## src/rtl/bypass_scoreboard_ex_if.sv

```systemverilog
// Operand/forwarding/scoreboard signal bundle for bypass_scoreboard_ex.
// master drives the pipeline side, slave is the bypass block itself.
interface bypass_scoreboard_ex_if #(
  parameter int XLEN  = 32,
  parameter int NSRC  = 2,
  parameter int NFWD  = 2,
  parameter int CNT_W = 16
);
  logic                 flush;
  logic [NSRC*5-1:0]    src_addr;
  logic [NSRC*XLEN-1:0] src_data;
  logic [NSRC-1:0]      src_use;
  logic                 issue_valid;
  logic                 issue_long;
  logic [4:0]           issue_rd;
  logic [NFWD-1:0]      fwd_valid;
  logic [NFWD*5-1:0]    fwd_rd;
  logic [NFWD*XLEN-1:0] fwd_data;
  logic                 lr_valid;
  logic [4:0]           lr_rd;
  logic [XLEN-1:0]      lr_data;
  logic [NSRC*XLEN-1:0] op_out;
  logic                 stall;
  logic [31:0]          busy_vec;
  logic [CNT_W-1:0]     stall_cnt;

  modport master (
    output flush, src_addr, src_data, src_use,
    output issue_valid, issue_long, issue_rd,
    output fwd_valid, fwd_rd, fwd_data,
    output lr_valid, lr_rd, lr_data,
    input  op_out, stall, busy_vec, stall_cnt
  );

  modport slave (
    input  flush, src_addr, src_data, src_use,
    input  issue_valid, issue_long, issue_rd,
    input  fwd_valid, fwd_rd, fwd_data,
    input  lr_valid, lr_rd, lr_data,
    output op_out, stall, busy_vec, stall_cnt
  );
endinterface

```

## src/rtl/bypass_scoreboard_ex.sv

```systemverilog
// EX-stage operand bypass with a long-latency scoreboard, stall generation and
// capture of forwarded operands that must outlive their producer during a stall.
module bypass_scoreboard_ex #(
  parameter int XLEN  = 32,
  parameter int NSRC  = 2,
  parameter int NFWD  = 2,
  parameter int CNT_W = 16
) (
  input  logic                  clock,
  input  logic                  reset,
  bypass_scoreboard_ex_if.slave bus
);

  logic [31:0]          busy_q, busy_d;
  logic [NSRC-1:0]      cap_valid_q, cap_valid_d;
  logic [NSRC*XLEN-1:0] cap_data_q, cap_data_d;
  logic [CNT_W-1:0]     stall_cnt_q, stall_cnt_d;

  logic [NSRC-1:0]      hit_s;
  logic [NSRC*XLEN-1:0] hit_data_s;
  logic [NSRC-1:0]      need_s;
  logic [NSRC*XLEN-1:0] op_s;
  logic                 stall_s;

  // Per-operand resolution: youngest forwarding stage, then the long-result port, then capture.
  always_comb begin : resolve
    logic [4:0] addr;
    logic       found;
    logic       lr_hit;
    hit_s      = '0;
    hit_data_s = '0;
    need_s     = '0;
    op_s       = '0;
    addr       = 5'd0;
    found      = 1'b0;
    lr_hit     = 1'b0;
    for (int i = 0; i < NSRC; i++) begin
      addr   = bus.src_addr[i*5 +: 5];
      found  = 1'b0;
      lr_hit = 1'b0;
      op_s[i*XLEN +: XLEN] = bus.src_data[i*XLEN +: XLEN];
      if (bus.src_use[i] && (addr != 5'd0)) begin
        for (int k = 0; k < NFWD; k++) begin
          if (!found && bus.fwd_valid[k] && (bus.fwd_rd[k*5 +: 5] == addr)) begin
            found = 1'b1;
            hit_data_s[i*XLEN +: XLEN] = bus.fwd_data[k*XLEN +: XLEN];
          end else begin
            found = found;
          end
        end
        lr_hit = bus.lr_valid && (bus.lr_rd == addr);
        if (!found && lr_hit) begin
          found = 1'b1;
          hit_data_s[i*XLEN +: XLEN] = bus.lr_data;
        end else begin
          found = found;
        end
        hit_s[i]  = found;
        // A result returning this very cycle is bypassed rather than waited for.
        need_s[i] = busy_q[addr] && !lr_hit;
        if (found) begin
          op_s[i*XLEN +: XLEN] = hit_data_s[i*XLEN +: XLEN];
        end else if (cap_valid_q[i]) begin
          op_s[i*XLEN +: XLEN] = cap_data_q[i*XLEN +: XLEN];
        end else begin
          op_s[i*XLEN +: XLEN] = bus.src_data[i*XLEN +: XLEN];
        end
      end else begin
        hit_s[i]  = 1'b0;
        need_s[i] = 1'b0;
      end
    end
    stall_s = |need_s;
  end

  // Next-state for scoreboard, capture registers and the stall counter.
  always_comb begin : next_state
    busy_d      = busy_q;
    cap_valid_d = cap_valid_q;
    cap_data_d  = cap_data_q;
    stall_cnt_d = stall_cnt_q;
    if (bus.lr_valid) begin
      busy_d[bus.lr_rd] = 1'b0;
    end else begin
      busy_d = busy_d;
    end
    // Set is applied after clear so a same-register set/clear leaves the bit pending.
    if (bus.issue_valid && bus.issue_long && (bus.issue_rd != 5'd0) && !stall_s) begin
      busy_d[bus.issue_rd] = 1'b1;
    end else begin
      busy_d = busy_d;
    end
    busy_d[0] = 1'b0;
    if (bus.flush) begin
      busy_d      = '0;
      cap_valid_d = '0;
    end else if (stall_s) begin
      for (int i = 0; i < NSRC; i++) begin
        if (hit_s[i]) begin
          cap_valid_d[i]             = 1'b1;
          cap_data_d[i*XLEN +: XLEN] = hit_data_s[i*XLEN +: XLEN];
        end else begin
          cap_valid_d[i] = cap_valid_q[i];
        end
      end
    end else begin
      cap_valid_d = '0;
    end
    if (stall_s && (stall_cnt_q != {CNT_W{1'b1}})) begin
      stall_cnt_d = stall_cnt_q + {{(CNT_W-1){1'b0}}, 1'b1};
    end else begin
      stall_cnt_d = stall_cnt_q;
    end
  end

  // State registers with asynchronous clear.
  always_ff @(posedge clock or posedge reset) begin
    if (reset) begin
      busy_q      <= '0;
      cap_valid_q <= '0;
      cap_data_q  <= '0;
      stall_cnt_q <= '0;
    end else begin
      busy_q      <= busy_d;
      cap_valid_q <= cap_valid_d;
      cap_data_q  <= cap_data_d;
      stall_cnt_q <= stall_cnt_d;
    end
  end

  assign bus.op_out    = op_s;
  assign bus.stall     = stall_s;
  assign bus.busy_vec  = busy_q;
  assign bus.stall_cnt = stall_cnt_q;

endmodule
```

## src/flat_wrapper.sv

```systemverilog
// flat-port wrapper written by rule: the top's interface ports become plain ports
module bypass_scoreboard_ex_flat 
#(
  parameter int XLEN  = 32,
  parameter int NSRC  = 2,
  parameter int NFWD  = 2,
  parameter int CNT_W = 16
)
  (clock, reset, bus_flush, bus_src_addr, bus_src_data, bus_src_use, bus_issue_valid, bus_issue_long, bus_issue_rd, bus_fwd_valid, bus_fwd_rd, bus_fwd_data, bus_lr_valid, bus_lr_rd, bus_lr_data, bus_op_out, bus_stall, bus_busy_vec, bus_stall_cnt);
  bypass_scoreboard_ex_if #(.XLEN(XLEN), .NSRC(NSRC), .NFWD(NFWD), .CNT_W(CNT_W)) bus_i ();
  input  logic clock;
  input  logic reset;
  input wire logic [$bits(bus_i.flush)-1:0] bus_flush;
  input wire logic [$bits(bus_i.src_addr)-1:0] bus_src_addr;
  input wire logic [$bits(bus_i.src_data)-1:0] bus_src_data;
  input wire logic [$bits(bus_i.src_use)-1:0] bus_src_use;
  input wire logic [$bits(bus_i.issue_valid)-1:0] bus_issue_valid;
  input wire logic [$bits(bus_i.issue_long)-1:0] bus_issue_long;
  input wire logic [$bits(bus_i.issue_rd)-1:0] bus_issue_rd;
  input wire logic [$bits(bus_i.fwd_valid)-1:0] bus_fwd_valid;
  input wire logic [$bits(bus_i.fwd_rd)-1:0] bus_fwd_rd;
  input wire logic [$bits(bus_i.fwd_data)-1:0] bus_fwd_data;
  input wire logic [$bits(bus_i.lr_valid)-1:0] bus_lr_valid;
  input wire logic [$bits(bus_i.lr_rd)-1:0] bus_lr_rd;
  input wire logic [$bits(bus_i.lr_data)-1:0] bus_lr_data;
  output wire logic [$bits(bus_i.op_out)-1:0] bus_op_out;
  output wire logic [$bits(bus_i.stall)-1:0] bus_stall;
  output wire logic [$bits(bus_i.busy_vec)-1:0] bus_busy_vec;
  output wire logic [$bits(bus_i.stall_cnt)-1:0] bus_stall_cnt;
  assign bus_i.flush = bus_flush;
  assign bus_i.src_addr = bus_src_addr;
  assign bus_i.src_data = bus_src_data;
  assign bus_i.src_use = bus_src_use;
  assign bus_i.issue_valid = bus_issue_valid;
  assign bus_i.issue_long = bus_issue_long;
  assign bus_i.issue_rd = bus_issue_rd;
  assign bus_i.fwd_valid = bus_fwd_valid;
  assign bus_i.fwd_rd = bus_fwd_rd;
  assign bus_i.fwd_data = bus_fwd_data;
  assign bus_i.lr_valid = bus_lr_valid;
  assign bus_i.lr_rd = bus_lr_rd;
  assign bus_i.lr_data = bus_lr_data;
  assign bus_op_out = bus_i.op_out;
  assign bus_stall = bus_i.stall;
  assign bus_busy_vec = bus_i.busy_vec;
  assign bus_stall_cnt = bus_i.stall_cnt;
  bypass_scoreboard_ex #(.XLEN(XLEN), .NSRC(NSRC), .NFWD(NFWD), .CNT_W(CNT_W)) u_core (.clock(clock), .reset(reset), .bus(bus_i));
endmodule
```

## config.mk

```make
export PLATFORM = sky130hd
export DESIGN_NAME = bypass_scoreboard_ex_flat
export DESIGN_NICKNAME = d
export VERILOG_FILES = /design/src/rtl/bypass_scoreboard_ex_if.sv /design/src/rtl/bypass_scoreboard_ex.sv /design/src/flat_wrapper.sv
export SDC_FILE = /design/constraint.sdc
export NUM_CORES = 1
export LEC_CHECK = 0
export ABC_AREA = 1
export CAP_MARGIN = 20
export CORE_MARGIN = 4
export CORE_UTILIZATION = 53
export DETAILED_ROUTE_END_ITERATION = 8
export GPL_TIMING_DRIVEN = 1
export PLACE_DENSITY_LB_ADDON = 0.1
export SYNTH_ARGS = -nofsm -noshare
export SYNTH_HDL_FRONTEND = slang
export SYNTH_SLANG_ARGS = --single-unit
```

## constraint.sdc

```tcl
create_clock -name clock -period 12.3 [get_ports clock]
set_clock_uncertainty 0.05 [all_clocks]
set_input_delay 3.075 -clock clock [delete_from_list [all_inputs] [get_ports clock]]
set_output_delay 3.075 -clock clock [all_outputs]
set_load 0.1 [all_outputs]
```

---- Yosys cells after proc, flatten, opt, wreduce, memory -nomap -nowiden ----
Index checks and enable logic that the tools add are counted.
operators by class
  $add $sub $neg .......................... 1
  multiply operators ...................... 0
  divide/modulo/power cells ............... 0
  magnitude comparators ................... 6
  equal/unequal tests ..................... 9
  shift operators ......................... 0
  mux-type cells .......................... 45
  bitwise operators ....................... 4
  reduce and logical (&&, ||, !) cells .... 33
operators by type and width
  kind                   count
  $mux 32                17
  $and 32x32->32         1
  $not 32->32            1
  $or 32x32->32          1
  $eq 5x5->1             6
  $lt 5x6->1 const B     4
  $mux 1                 22
  $logic_and 1x1->1      20
  $add 16x1->16 const B  1
  $ne 16x16->1 const B   1
  $reduce_bool 5->1      3
  $bmux 1 s5             2
  $demux 1 s5            2
  $ge 5x1->1 const B     2
  $logic_not 1->1        7
  $ne 3x2->1 const B     2
  $reduce_and 3->1       2
  $mux 2                 2
  $reduce_or 2->1        1
  $not 1->1              1
storage, ports and cells
  register bits ........................... 114
  latch bits .............................. 0
  bits in writable memories ............... 0
  bits in read-only memories .............. 0
  input port bits ......................... 200
  output and inout port bits .............. 113
  word-level logic and storage cells ...... 104
  memories kept ........................... 0

---- Longest topological paths before layout ----
  depth in word-level cells ............... 17
  gate-level depth with buffers ........... 15
  mapped depth without buffers ............ 13

---- Least setup slack after synthesis ----
Ideal clock, no wire load.
  path type ............................... input to output
  from .................................... input port bus_src_addr[8]
  to ...................................... output port bus_op_out[50]
  data arrival time ....................... 5.967 ns
  required time ........................... 9.175 ns
  slack ................................... 3.208 ns
  stages .................................. 7
  buffers on the path ..................... 2
  cell sequence ........................... buf_2 -> nor3_1 -> nand3_1 -> nand2_1 -> inv_2 -> buf_1 -> o21ai_0
on the way
  cells in the longest elaborated chain, start to end .. 15
ends and longest elaborated chain
  what                             line                        RTL
  start: declaration               flat_wrapper.sv:14          input wire logic [$bits(bus_i.src_addr)-1:0] bus_src_addr;
  $eq 5x5->1                       bypass_scoreboard_ex.sv:44  if (!found && bus.fwd_valid[k] && (bus.fwd_rd[k*5 +: 5] == addr)) begin
  $logic_and 1x1->1                bypass_scoreboard_ex.sv:44
  $mux 1                           bypass_scoreboard_ex.sv:44
  $mux 1                           bypass_scoreboard_ex.sv:42  if (bus.src_use[i] && (addr != 5'd0)) begin
  $logic_not 1->1                  bypass_scoreboard_ex.sv:44
  $logic_and 1x1->1 (2 in series)  bypass_scoreboard_ex.sv:44
  $mux 1                           bypass_scoreboard_ex.sv:44
  $mux 1                           bypass_scoreboard_ex.sv:42
  $logic_not 1->1                  bypass_scoreboard_ex.sv:52  if (!found && lr_hit) begin
  $logic_and 1x1->1                bypass_scoreboard_ex.sv:52
  $mux 1                           bypass_scoreboard_ex.sv:52
  $mux 1                           bypass_scoreboard_ex.sv:42
  $mux 32                          bypass_scoreboard_ex.sv:61  if (found) begin
  $mux 32 (*)                      bypass_scoreboard_ex.sv:42
  end: declaration                 flat_wrapper.sv:26          output wire logic [$bits(bus_i.op_out)-1:0] bus_op_out;
Every way passes the cells marked *; elsewhere a longest branch is shown, timed or not. The select of a mux whose other input is x is not followed.

---- Final worst setup path ----
  from .................................... input port bus_src_addr[1]
  to ...................................... output port bus_op_out[14]
The elaborated chain is that of the path after synthesis.

==> run_results.csv <==
group,metric,value,unit
clock_network,cts_made_buffers,17,
layout,drive_gt1_frac,0.0884,
floorplan,std_cell_rows,51,
worst_setup_path,arrival,7.89,ns
yosys,synth_top_cell_by_area,"dfrtp_1",
floorplan,start_util,0.538,
clock_network,cts_max_level,4,
job,max-cap-violations,0,
power_and_ir_drop,power_density,114,nW/um2
yosys,postSynthAreaPerCell,6.21,um2
clock_network,clock_sinks,113,
yosys,synth_area_leaders,"dfrtp_1, nand2_1, nor2_1, inv_1, nand3_1",
yosys,synth-xor-area-share,0.0209,
floorplan,dieHeight,149,um
grt,grt_pass1_vias,12400,
yosys,async_flop_share,1.00,
grt,grt_pass1_wl,67000,um
worst_setup_path,endpoint_kind,"primary output",
floorplan,io_pins,313,
route,drt_iter0_markers,1140,
yosys,muxShareOfSynthArea,0.0249,
grt,antenna_found_initial,1,
layout,fill_cells,1646,
worst_hold_path,whs_endpoint,"u_core.cap_data_q[22]",
clock_network,insertion_delay,0.42,ns
timing,fmax,90.8,MHz
grt,grt_usage,0.387,
timing,slew_viol_final,0,
worst_hold_path,hold_class,"reg2reg",
worst_setup_path,startpoint,"bus_src_addr[1]",
timing,rsz0062_at_grt,"no",
grt,grt_max_degree,66,
worst_hold_path,min_from,"u_core.cap_data_q[22]",
floorplan,core,19500,um2
timing,tightestPinTransition,1.10,ns
layout,area_growth,33.8,%
timing,max_slew_margin,0.264,
yosys,synth_warnings,0,
worst_setup_path,r2r_end,"u_core.bus.stall_cnt[13]",
yosys,syn_area,10500,um2
yosys,synth-compound-area-share,0.156,
floorplan,die_w,149,um
clock_network,cts_hold_buf,0,
clock_network,clkTransAtPathRegs,0.06,ns
grt,grt_overflow,0,
yosys,ys.flop_type,"dfrtp_1",
route,first_pass_iters,9,
clock_network,cts_tree,"done",
worst_setup_path,reg2reg_setup_slack,9.53,ns
route,vias,12800,
power_and_ir_drop,p_total,1.59,mW
yosys,synthAdderAreaFrac,0.00120,
clock_network,clock-root-buffer,"clkbuf_16",
layout,final_nets,2133,
worst_hold_path,hold_depth,2,
route,totalWireLength,44200,um
worst_setup_path,r2r_cells,10,
route,ant_nets,0,
yosys,synth_fp_nets,1888,
worst_setup_path,crit_path_max_fanout,22,
placement,gp_congestion,1.00,
layout,utilization,0.720,
clock_network,cts_resized,0,
route,routedWlPerCell,20.0,um
yosys,synth-edff-count,0,
power_and_ir_drop,peakVddDrop,178,uV
yosys,ys_ff_latch,113,
timing,finalSetupViolCount,0,
worst_setup_path,cp-start-kind,"primary input",
yosys,postSynthCellCount,1687,
yosys,ys_seq_area_frac,0.270,
yosys,synth_simple_gate_area_share,0.392,
floorplan,dieArea,22100,um2
power_and_ir_drop,p_leak,6.61,nW
clock_network,clk_path_buf_depth,2,
route,viasPerCell,5.80,
route,drcViolationCount,0,
yosys,synth_top_area_frac,0.270,
clock_network,cts_setup_buffers,0,
placement,numPortBuffers,311,
status,status,"completed",
timing,finalSetupTns,0,ns
worst_setup_path,critPathKind,"in2out",
yosys,synthDistinctLibCells,41,
layout,antennaDiodeCount,0,
yosys,synth_top_family_by_area,"simple AND/OR/NAND/NOR gates",
placement,hpwl,32200,um
timing,hold_violations,0,
worst_setup_path,r2r_start,"u_core.bus.stall_cnt[0]",
timing,fin_crit_sh,0.896,
worst_setup_path,cp.required,9.17,ns
timing,min_period,11.02,ns
==> worst max-delay path: stages <==
cell and delay [ns]:
clkdlybuf4s50_1 0.80, xor2_1 0.32, nor2_1 0.17, nand2_1 0.06, nor2_1 0.61, nand2_1 0.80
o22ai_1 0.41, nor2_1 0.13, nand2_1 0.09, nand3_1 0.14, nand2_1 0.10, clkdlybuf4s50_1 1.16
==> cell families (layout without fill, tap and decap cells) <==
kind of cell    Yosys count  in the layout
flops                   113            113
compound gates          262            262
other cells               1              1
buf+inv                 302            560
xor+xnor                 25             25
simple gates            957            957
fa+ha+maj                 1              1
mux                      26             26
==> placed cells by master (no fill, tap or decap), types with 2 or more instances in the layout <==
cell | Yosys | routed
nand2_1 | 432 | 432
nand4_1 | 42 | 42
nor3_2 | 2 | 2
nand3_2 | 4 | 4
nand3_4 | 4 | 4
o21a_1 | 2 | 2
nor2_1 | 294 | 294
nand3b_1 | 3 | 3
nand2_2 | 29 | 28
dfrtp_1 | 113 | 113
clkinv_4 | 0 | 4
inv_1 | 190 | 189
clkinvlp_4 | 0 | 5
o22ai_1 | 47 | 47
o21ai_1 | 19 | 19
nand2_4 | 2 | 3
a21oi_1 | 36 | 36
nor2_2 | 4 | 4
xor2_1 | 16 | 16
clkbuf_16 | 0 | 17
buf_4 | 9 | 14
bufinv_16 | 0 | 2
xnor2_1 | 9 | 9
nor3_1 | 17 | 17
inv_4 | 1 | 2
mux2i_1 | 26 | 26
nor3_4 | 2 | 2
o21ai_2 | 61 | 61
a21oi_2 | 3 | 3
o21ai_0 | 85 | 85
clkinv_2 | 1 | 2
nand3_1 | 119 | 119
o211ai_1 | 9 | 9
clkdlybuf4s50_1 | 0 | 311
inv_2 | 10 | 10
==> Yosys cell counts (2+ instances only) <==
master and number:
nand2_1 432, mux2i_1 26, inv_1 190, o21ai_2 61, buf_12 3, nor3_4 2, dfrtp_1 113, a21oi_2 3
buf_1 11, nor2_2 4, nor2_1 294, nand3_1 119, xnor2_1 9, buf_4 9, nor3_2 2, nand4_1 42
o21ai_1 19, nand3b_1 3, inv_2 10, a21oi_1 36, nand3_4 4, xor2_1 16, nor3_1 17, clkbuf_1 29
buf_6 18, o211ai_1 9, nand2_2 29, buf_2 29, nand2_4 2, o22ai_1 47, o21a_1 2, nand3_2 4
o21ai_0 85
==> per-layer routing <==
| layer | track usage | vias up | wire [um] |
|---|---|---|---|
| li1 | - | 5886 | - |
| met1 | 0.473 | 5875 | 16300 |
| met2 | 0.624 | 864 | 20500 |
| met3 | 0.0658 | 196 | 4180 |
| met4 | 0.265 | 2 | 3190 |
| met5 | 0 | - | 12 |
==> metrics by stage <==
step	std cells	cell area (um2)	hold slack, ns	worst slack (ns)
final	2210	14000	0.433	1.28
after global routing	2210	14000	0.452	1.16
after CTS	2209	14000	0.431	1.42
after detailed placement	2177	13400	0.418	1.40
after global placement	2177	13400	0.408	1.53
after floorplan	1687	10500	0.399	3.21
==> cell type report <==
class | instances | area (um2) | area share
multi-input combinational | 1272 | 6240 | 0.446
timing repair buffer | 326 | 3250 | 0.232
sequential | 113 | 2830 | 0.202
inverter | 202 | 764 | 0.0546
clock buffer | 18 | 439 | 0.0313
tap | 265 | 332 | 0.0237
clock inverter | 14 | 158 | 0.0113
==> power breakdown <==
group	internal, mW	leakage, nW	switching (mW)
Sequential	0.391	1.56	0.0191
Combinational	0.187	4.78	0.487
Clock	0.306	0.277	0.203
Total	0.884	6.61	0.709
==> registers in the layout, summed over array words and instances (netlist names) <==
signal / flops
u_core.cap_data_q: 64
u_core.bus.stall_cnt: 16
u_core.cap_valid_q: 2
u_core.bus.busy_vec: 31
==> worst max path at each step <==
stage / to / slack, ns / cells after the start
final: bus_op_out[14] / 1.28 / 12
after global routing: bus_op_out[10] / 1.16 / 12
after CTS: bus_op_out[14] / 1.42 / 12
after detailed placement: bus_op_out[14] / 1.40 / 12
after global placement: bus_op_out[14] / 1.53 / 12
after floorplan: bus_op_out[50] / 3.21 / 7
No activity file was read; power rests on OpenSTA's default activity.
